## config.mk

```make
export PLATFORM = sky130hd
export DESIGN_NAME = dest_pop_arbiter
export DESIGN_NICKNAME = d
export VERILOG_FILES = /design/src/rtl/dest_pop_arbiter_pkg.sv /design/src/rtl/dest_pop_arbiter_skid_buf2.sv /design/src/rtl/dest_pop_arbiter.sv
export SDC_FILE = /design/constraint.sdc
export NUM_CORES = 1
export LEC_CHECK = 0
export ABC_AREA = 1
export BUFFER_PORTS_ARGS = -buffer_cell sky130_fd_sc_hd__buf_2
export CAP_MARGIN = 20
export CORE_ASPECT_RATIO = 1.25
export CORE_MARGIN = 3
export CORE_UTILIZATION = 49
export CTS_CLUSTER_DIAMETER = 40
export CTS_CLUSTER_SIZE = 28
export DETAILED_ROUTE_END_ITERATION = 8
export GPL_ROUTABILITY_DRIVEN = 0
export PLACE_DENSITY = 0.85
export SLEW_MARGIN = 20
export SYNTH_ARGS = -nofsm -noshare
export SYNTH_HDL_FRONTEND = slang
export SYNTH_SLANG_ARGS = --single-unit
export TNS_END_PERCENT = 100
```

## constraint.sdc

```tcl
create_clock -name clk -period 2.6 [get_ports clk]
set_input_delay 0.39 -clock clk [delete_from_list [all_inputs] [get_ports clk]]
set_output_delay 0.39 -clock clk [all_outputs]
set_load 0.02 [all_outputs]
```

## src/rtl/dest_pop_arbiter_pkg.sv

```systemverilog
// Shared types and constants for the destination pop arbiter.
package dest_pop_arbiter_pkg;

    typedef enum logic [1:0] {
        IDLE  = 2'd0,
        RUN   = 2'd1,
        DRAIN = 2'd2
    } state_t;

    localparam int DATA_W_DEFAULT = 6;
    localparam int CNT_W_DEFAULT  = 8;

    localparam logic DEST_D0 = 1'b0;
    localparam logic DEST_D1 = 1'b1;

    // Round-robin pick between two requesters; returns {grant_d1, grant_d0}.
    // last_d1 set means D1 won the previous grant, so D0 wins a tie.
    function automatic logic [1:0] rr_pick(input logic elig_d0,
                                           input logic elig_d1,
                                           input logic last_d1);
        logic [1:0] g;
        g = 2'b00;
        if (elig_d0 && elig_d1) begin
            g = last_d1 ? 2'b01 : 2'b10;
        end else if (elig_d0) begin
            g = 2'b01;
        end else if (elig_d1) begin
            g = 2'b10;
        end
        return g;
    endfunction

endpackage

```

## src/rtl/dest_pop_arbiter_skid_buf2.sv

```systemverilog
// Two-entry FIFO holding {dest, data} words; the head entry is a flop so
// the consumer sees a registered word.
module skid_buf2
    import dest_pop_arbiter_pkg::*;
#(
    parameter int W = DATA_W_DEFAULT + 1
) (
    input  logic         clk,
    input  logic         reset_L,
    input  logic         push,
    input  logic         pop,
    input  logic [W-1:0] din,
    output logic [W-1:0] head,
    output logic         full,
    output logic         empty,
    output logic [1:0]   count
);

    logic [W-1:0] entry0_q, entry0_d;
    logic [W-1:0] entry1_q, entry1_d;
    logic [1:0]   count_q, count_d;
    logic         full_q, full_d;
    logic         empty_q, empty_d;

    // Pop first (shift entry1 forward), then place the pushed word in the
    // first free slot; a push into a full buffer with no pop is dropped.
    always_comb begin
        entry0_d = entry0_q;
        entry1_d = entry1_q;
        count_d  = count_q;
        if (pop && (count_q != 2'd0)) begin
            entry0_d = entry1_q;
            count_d  = count_q - 2'd1;
        end
        if (push) begin
            if (count_d == 2'd0) begin
                entry0_d = din;
                count_d  = 2'd1;
            end else if (count_d == 2'd1) begin
                entry1_d = din;
                count_d  = 2'd2;
            end
        end
        full_d  = (count_d == 2'd2);
        empty_d = (count_d == 2'd0);
    end

    // Storage and status registers; buffer starts empty.
    always_ff @(posedge clk or negedge reset_L) begin
        if (!reset_L) begin
            entry0_q <= '0;
            entry1_q <= '0;
            count_q  <= 2'd0;
            full_q   <= 1'b0;
            empty_q  <= 1'b1;
        end else begin
            entry0_q <= entry0_d;
            entry1_q <= entry1_d;
            count_q  <= count_d;
            full_q   <= full_d;
            empty_q  <= empty_d;
        end
    end

    assign head  = entry0_q;
    assign full  = full_q;
    assign empty = empty_q;
    assign count = count_q;

endmodule

```

## src/rtl/dest_pop_arbiter.sv

```systemverilog
// Drains destination FIFOs D0/D1 with round-robin pops, captures the
// returned words into a 2-entry buffer and streams them out with
// valid/ready, counting deliveries per destination.
module dest_pop_arbiter
    import dest_pop_arbiter_pkg::*;
#(
    parameter int DATA_W = DATA_W_DEFAULT,
    parameter int CNT_W  = CNT_W_DEFAULT
) (
    input  logic              clk,
    input  logic              reset_L,
    input  logic              enable,
    input  logic              empty_D0,
    input  logic              empty_D1,
    input  logic [DATA_W-1:0] data_D0,
    input  logic [DATA_W-1:0] data_D1,
    input  logic              valid_D0,
    input  logic              valid_D1,
    input  logic              ready_out,
    output logic              pop_D0,
    output logic              pop_D1,
    output logic [DATA_W-1:0] data_out,
    output logic              dest_out,
    output logic              valid_out,
    output logic [CNT_W-1:0]  count_D0,
    output logic [CNT_W-1:0]  count_D1,
    output logic              err_unexp,
    output logic              err_ovf
);

    localparam int BUF_W = DATA_W + 1;

    state_t           state_q, state_d;
    logic             pop_d0_q, pop_d0_d;
    logic             pop_d1_q, pop_d1_d;
    logic             arrive_d0_q, arrive_d0_d;
    logic             arrive_d1_q, arrive_d1_d;
    logic             last_d1_q, last_d1_d;
    logic [CNT_W-1:0] count_d0_q, count_d0_d;
    logic [CNT_W-1:0] count_d1_q, count_d1_d;
    logic             err_unexp_q, err_unexp_d;
    logic             err_ovf_q, err_ovf_d;

    logic             buf_push, buf_pop, buf_full, buf_empty;
    logic [1:0]       buf_count;
    logic [BUF_W-1:0] buf_din, buf_head;

    logic             deliver;
    logic             keep_d0, keep_d1, unexp;
    logic [2:0]       occ_next, committed;
    logic             room, elig_d0, elig_d1;
    logic [1:0]       grant;

    skid_buf2 #(.W(BUF_W)) u_buf (
        .clk     (clk),
        .reset_L (reset_L),
        .push    (buf_push),
        .pop     (buf_pop),
        .din     (buf_din),
        .head    (buf_head),
        .full    (buf_full),
        .empty   (buf_empty),
        .count   (buf_count)
    );

    // Capture only words that answer last cycle's pop; anything else is
    // flagged as unexpected and discarded.
    always_comb begin
        deliver     = !buf_empty && ready_out;
        keep_d0     = valid_D0 && arrive_d0_q;
        keep_d1     = valid_D1 && arrive_d1_q;
        unexp       = (valid_D0 && !arrive_d0_q) || (valid_D1 && !arrive_d1_q);
        buf_push    = keep_d0 || keep_d1;
        buf_pop     = deliver;
        buf_din     = keep_d1 ? {DEST_D1, data_D1} : {DEST_D0, data_D0};
        err_unexp_d = err_unexp_q || unexp;
        err_ovf_d   = err_ovf_q || (buf_push && buf_full && !deliver);
    end

    // Next-state logic: DRAIN finishes once nothing is outstanding.
    always_comb begin
        state_d = state_q;
        unique case (state_q)
            IDLE: begin
                if (enable) state_d = RUN;
            end
            RUN: begin
                if (!enable) state_d = DRAIN;
            end
            DRAIN: begin
                if (enable) begin
                    state_d = RUN;
                end else if (!pop_d0_q && !pop_d1_q && !arrive_d0_q &&
                             !arrive_d1_q && buf_empty) begin
                    state_d = IDLE;
                end
            end
            default: state_d = IDLE;
        endcase
    end

    // Pop decision for next cycle: reserve a buffer slot for every word
    // that will be in the buffer or on its way after this edge.
    always_comb begin
        occ_next    = {1'b0, buf_count} + {2'b00, buf_push} - {2'b00, deliver};
        committed   = occ_next + {2'b00, pop_d0_q} + {2'b00, pop_d1_q};
        room        = (committed < 3'd2);
        elig_d0     = (state_d == RUN) && !empty_D0 && !pop_d0_q && room;
        elig_d1     = (state_d == RUN) && !empty_D1 && !pop_d1_q && room;
        grant       = rr_pick(elig_d0, elig_d1, last_d1_q);
        pop_d0_d    = grant[0];
        pop_d1_d    = grant[1];
        last_d1_d   = last_d1_q;
        if (grant[1]) begin
            last_d1_d = 1'b1;
        end else if (grant[0]) begin
            last_d1_d = 1'b0;
        end
        arrive_d0_d = pop_d0_q;
        arrive_d1_d = pop_d1_q;
    end

    // Delivery counters, wrapping silently.
    always_comb begin
        count_d0_d = count_d0_q;
        count_d1_d = count_d1_q;
        if (deliver) begin
            if (buf_head[DATA_W] == DEST_D1) begin
                count_d1_d = count_d1_q + CNT_W'(1);
            end else begin
                count_d0_d = count_d0_q + CNT_W'(1);
            end
        end
    end

    // Control registers; the pointer resets to "D1 last" so D0 wins first.
    always_ff @(posedge clk or negedge reset_L) begin
        if (!reset_L) begin
            state_q     <= IDLE;
            pop_d0_q    <= 1'b0;
            pop_d1_q    <= 1'b0;
            arrive_d0_q <= 1'b0;
            arrive_d1_q <= 1'b0;
            last_d1_q   <= 1'b1;
            count_d0_q  <= '0;
            count_d1_q  <= '0;
            err_unexp_q <= 1'b0;
            err_ovf_q   <= 1'b0;
        end else begin
            state_q     <= state_d;
            pop_d0_q    <= pop_d0_d;
            pop_d1_q    <= pop_d1_d;
            arrive_d0_q <= arrive_d0_d;
            arrive_d1_q <= arrive_d1_d;
            last_d1_q   <= last_d1_d;
            count_d0_q  <= count_d0_d;
            count_d1_q  <= count_d1_d;
            err_unexp_q <= err_unexp_d;
            err_ovf_q   <= err_ovf_d;
        end
    end

    assign pop_D0    = pop_d0_q;
    assign pop_D1    = pop_d1_q;
    assign data_out  = buf_head[DATA_W-1:0];
    assign dest_out  = buf_head[DATA_W];
    assign valid_out = !buf_empty;
    assign count_D0  = count_d0_q;
    assign count_D1  = count_d1_q;
    assign err_unexp = err_unexp_q;
    assign err_ovf   = err_ovf_q;

endmodule

```

# Word-level counts from Yosys, hierarchy flattened
# Index checks and enable logic that the tools add are counted.
classes:
  n_addsub: 7
  n_lt_le_gt_ge: 1
  eq_ne: 5
  mux: 19
  bitwise_logic: 2
  reduce_logical: 39
ops:
  columns: ["op", "n"]
  rows:
  - ["two-way mux 7 bit", 4]
  - ["two-way mux 2 bit", 12]
  - ["logical AND 1 bit", 19]
  - ["adder 8 x 1 -> 8 bit (second input constant)", 2]
  - ["logical NOT 1 bit", 8]
  - ["adder 3 x 1 -> 3 bit", 2]
  - ["== test 2 x 1 -> 1 bit (second input constant)", 3]
  - ["logical NOT 2 bit", 3]
  - ["one-hot mux 2 bit (3 select lines)", 1]
  - ["== test 2 bit (second input constant)", 2]
  - ["logical OR 1 bit", 4]
  - ["AND reduction 2 bit", 2]
  - ["nonzero test 2 bit", 2]
  - ["adder 2 x 1 -> 3 bit", 1]
  - ["< comparator 3 x 2 -> 1 bit (second input constant)", 1]
  - ["AND reduction 3 bit", 1]
  - ["subtractor 3 x 1 -> 3 bit", 1]
  - ["two-way mux 1 bit", 2]
  - ["inverter 1 bit", 2]
  - ["subtractor 2 x 1 -> 2 bit (second input constant)", 1]
word_totals:
  ff_bits: 43
  in_bits: 20
  out_inout_bits: 28
  wordCells: 88

# Depth between registers and ports, before layout
logic_depth:
  ltp_word: 17
  ltp_mapped: 15
  ltp_nobuf: 15

# Modules after synthesis
# A second synthesis with hierarchy kept.
hier_totals:
  hier_cells: 268
  area_unflattened_um2: 2263.4
by_module_without_submodules:
  columns: ["mod", "n_inst", "cells_per_inst", "area_per_inst_um2", "seq_area_each_um2"]
  rows:
  - ["dest_pop_arbiter", 1, 180, 1397.6, 626.9]
  - ["skid_buf2", 1, 88, 865.8, 451.7]

# Worst setup path before layout
# Ideal clock, no wire load.
synth_path:
  path_kind: "reg2reg"
  startpoint: "register u_buf.empty_q (netlist: u_buf.empty)"
  endpoint: "register pop_d0_q (netlist: pop_D0)"
  setup_ps: 113
  arrival_ps: 2321
  required_ps: 2487
  slack_ps: 166
  stages_incl_launch_ff: 13
  n_path_buf: 0
  synth_period_minus_slack_ps: 2434
  cell_sequence: "dfstp_2 > nor2_4 > ha_1 > inv_1 > fa_1 > nand2_1 > inv_1 > fa_1 > nand3b_1 > inv_1 > nand3_1 > nand2_1 > inv_1"
synth_via:
  elab_chain_cells: 10
  elab_cells_between_ends: 20
  classes_between: "add/sub (3); order compare (1); eq/ne (1); mux (5); reduce/logical (10)"
synth_rtl:
  columns: ["item", "line", "source"]
  rows:
  - ["start, declared", "dest_pop_arbiter_skid_buf2.sv:23", "logic empty_q, empty_d;"]
  - ["start signal, assigned", "dest_pop_arbiter_skid_buf2.sv:61", "empty_q <= empty_d;"]
  - ["parallel branches: the longest is 9 deep, another holds subtractor 3 x 1 -> 3 bit", null, null]
  - ["two-way mux 2 bit *", "dest_pop_arbiter_pkg.sv:23", "if (elig_d0 && elig_d1) begin"]
  - ["net grant[0]", "dest_pop_arbiter.sv:52", "logic [1:0] grant;"]
  - ["end signal, assigned", "dest_pop_arbiter.sv:151", "pop_d0_q <= pop_d0_d;"]
  - ["end, declared", "dest_pop_arbiter.sv:34", "logic pop_d0_q, pop_d0_d;"]
# Mark *: on every way through the listed nets, which the timed path passes.
# A chain may end at the register's enable or synchronous reset.

# Worst setup path after layout
# Same ends and word-level chain as after synthesis.

==> metrics.yaml <==
placed_design:
  place_area_um2: 2606
  portBuffers: 47
  pre_cts_slack_ps: 35.79
  dp_hpwl_mm: 3.384
die:
  die_y_um: 82.64
  dieArea_um2: 5562
  die_x_um: 67.31
  fp-row-count: 27
  pin_count: 48
  fp.coreArea_um2: 4459
  initial_core_util_pct: 51.63
sta:
  hold_viol_final: 0
  maxSlewViolCount: 0
  worst_slack_ps: 117.6
  max_freq_mhz: 402.8
  tightest_slew_ps: 944.3
  slew_headroom_pct: 37.05
  skew_ps: 11.74
  whs_ps: 236.0
  fin_crit_ps: 2482
  rsz0062_at_grt: "no"
  final-setup-viol-count: 0
  fin_crit_sh_pct: 95.48
  setup_tns_ps: 0
pwr:
  p_leak_nw: 1.545
  vdd_drop_max_mv: 0.5022
  power_density_nw_per_um2: 1074
clock_tree:
  cts_hold_buf: 0
  cts_resized: 0
  insertion_delay_ps: 290
  cts_tree: "built"
  cts.htree.levels: 2
  numClockSinks: 43
  cts-buffers-inserted: 5
  cts_post_setup_buffers_inserted: 0
  ctsLongestPathBuffers: 2
  clk_transition_reported_paths_ps: 80
  root_buffer: "clkbuf_8"
routing:
  route.detailed.drc: 0
  viasPerCell: 4.866
  wirelength_mm: 4.458
  ant_nets: 0
  vias: 1927
  dr.pass1.iters: 6
  drtIter0Drc: 79
  route.detailed.wl_per_inst_um: 11.26
worst_setup_path:
  cp.required_ps: 2790
  cp-end-kind: "flip-flop"
  r2r_setup_slack_ps: 120
  r2r_cells: 12
  r2r_start: "u_buf.empty"
  r2r_end: "pop_D0"
  cp-startpoint: "u_buf.empty"
  path_class: "flip-flop to flip-flop"
  arrival_ps: 2670
  critPathCapture: "pop_D0"
  cp_max_fo: 3
  cp-start-kind: "flip-flop"
global_routing:
  grt_pass1_vias: 1835
  grt_pass1_wl_mm: 7.569
  grt_usage_pct: 17.83
  antenna_found_initial: 0
  grt_max_degree: 44
  overflow: 0
cells_and_area:
  diodes: 0
  final_util_pct: 61.81
  stdcell_area_um2: 2756
  drive_above_1_share_pct: 23.37
  syn_to_final_growth_pct: 19.73
  final_nets: 367
  layout_common_cells: "nand2_1 (106), buf_2 (47), inv_1 (41), dfrtp_1 (41), nor2_1 (13)"
  final_common_cell: "nand2_1"
synthesis:
  syn_area_per_cell_um2: 8.135
  synth_nets: 313
  yosysUniqueCellTypes: 28
  syn_area_um2: 2302
  synth-seq-cells: 43
  seq_area_frac_synth_pct: 46.85
  synthCells: 283
  ys_warn_count: 0
run_status:
  status: "finished clean"
hold_path:
  hold_class: "input port to async pin"
flow_run:
  timing.max_cap.violations: 0
## final cells by class
class | count | area [µm²]
Clock buffer | 6 | 72.57
Clock inverter | 2 | 60.06
Fill cell | 406 | 1703
Inverter | 46 | 173.9
Multi-Input combinational cell | 192 | 1049
Sequential cell | 43 | 1079
Tap cell | 58 | 72.57
Timing Repair Buffer | 49 | 250.2
## synth_stat cells (all sizes together)
cell type    n  share of area, %
clkinv       1              0.22
xor2         4               1.5
dfstp        2               2.3
o211ai       6               2.0
o21ai        6               1.3
a31o         1              0.38
xnor2        2              0.76
inv         45               7.3
nand3       12               2.6
ha           8               4.3
nand4        4               1.1
a21oi        7               1.5
buf          2              0.82
nor2        18               4.3
nand3b       7               2.8
dfrtp       41                45
fa           2               1.7
or2          3              0.82
nand2      112                20
## state kept, by name, summed over array words and instances, names as in the netlist, 2 cells and up
| name | count |
|---|---|
| count_D0 | 8 |
| count_D1 | 8 |
| u_buf.entry1_q | 7 |
| u_buf.head | 7 |
| state_q | 2 |
| u_buf.count | 2 |
## routing by layer
metal,track usage (%),routed length (µm),up-vias
li1,-,-,977
met1,18.80,1856,902
met2,33.73,2344,44
met3,3.789,192,4
met4,7.302,64,0
met5,0,0,-
## power by group
part           leakage [nW]  internal (mW)  total [mW]  switching [mW]
Combinational         0.962          0.463        1.27           0.808
Sequential            0.518          0.913        1.08           0.171
Clock                0.0654          0.384       0.603           0.220
Total                  1.54           1.76        2.96            1.20
## metrics by stage
step | power [mW] | std cells
6_report | 2.959 | 396
3_3_place_gp | 2.305 | 388
3_5_place_dp | 2.362 | 388
5_1_grt | 3.223 | 396
4_1_cts | 2.980 | 396
2_1_floorplan | 2.004 | 283
## cells by family after synthesis
group	Yosys count	share of synthesized area, %
xor+xnor	6	2.283
fa+ha+maj	10	6.087
compound gates	20	5.162
simple gates	156	31.25
buf+inv	48	8.369
flops	43	46.85
## worst max-delay path, cell delays in order (launching register included)
cell and delay (ps):
dfstp_2 580, nor2_4 50, ha_4 250, inv_1 40, fa_1 420, nand2_1 80, inv_2 40, fa_1 450
nand3b_1 190, inv_1 100, nand3_2 80, nand2_1 70, inv_1 40
## how the worst min path moves through the flow
stage | start | endpoint | depth (start not counted)
5_1_grt | reset_L | count_D0[2] | 1
3_3_place_gp | pop_D1 | arrive_d1_q | 0
3_5_place_dp | pop_D1 | arrive_d1_q | 0
6_report | reset_L | count_D1[3] | 1
4_1_cts | reset_L | count_D1[4] | 1
2_1_floorplan | reset_L | arrive_d0_q | 0
Power figures use the tool's default switching activity.
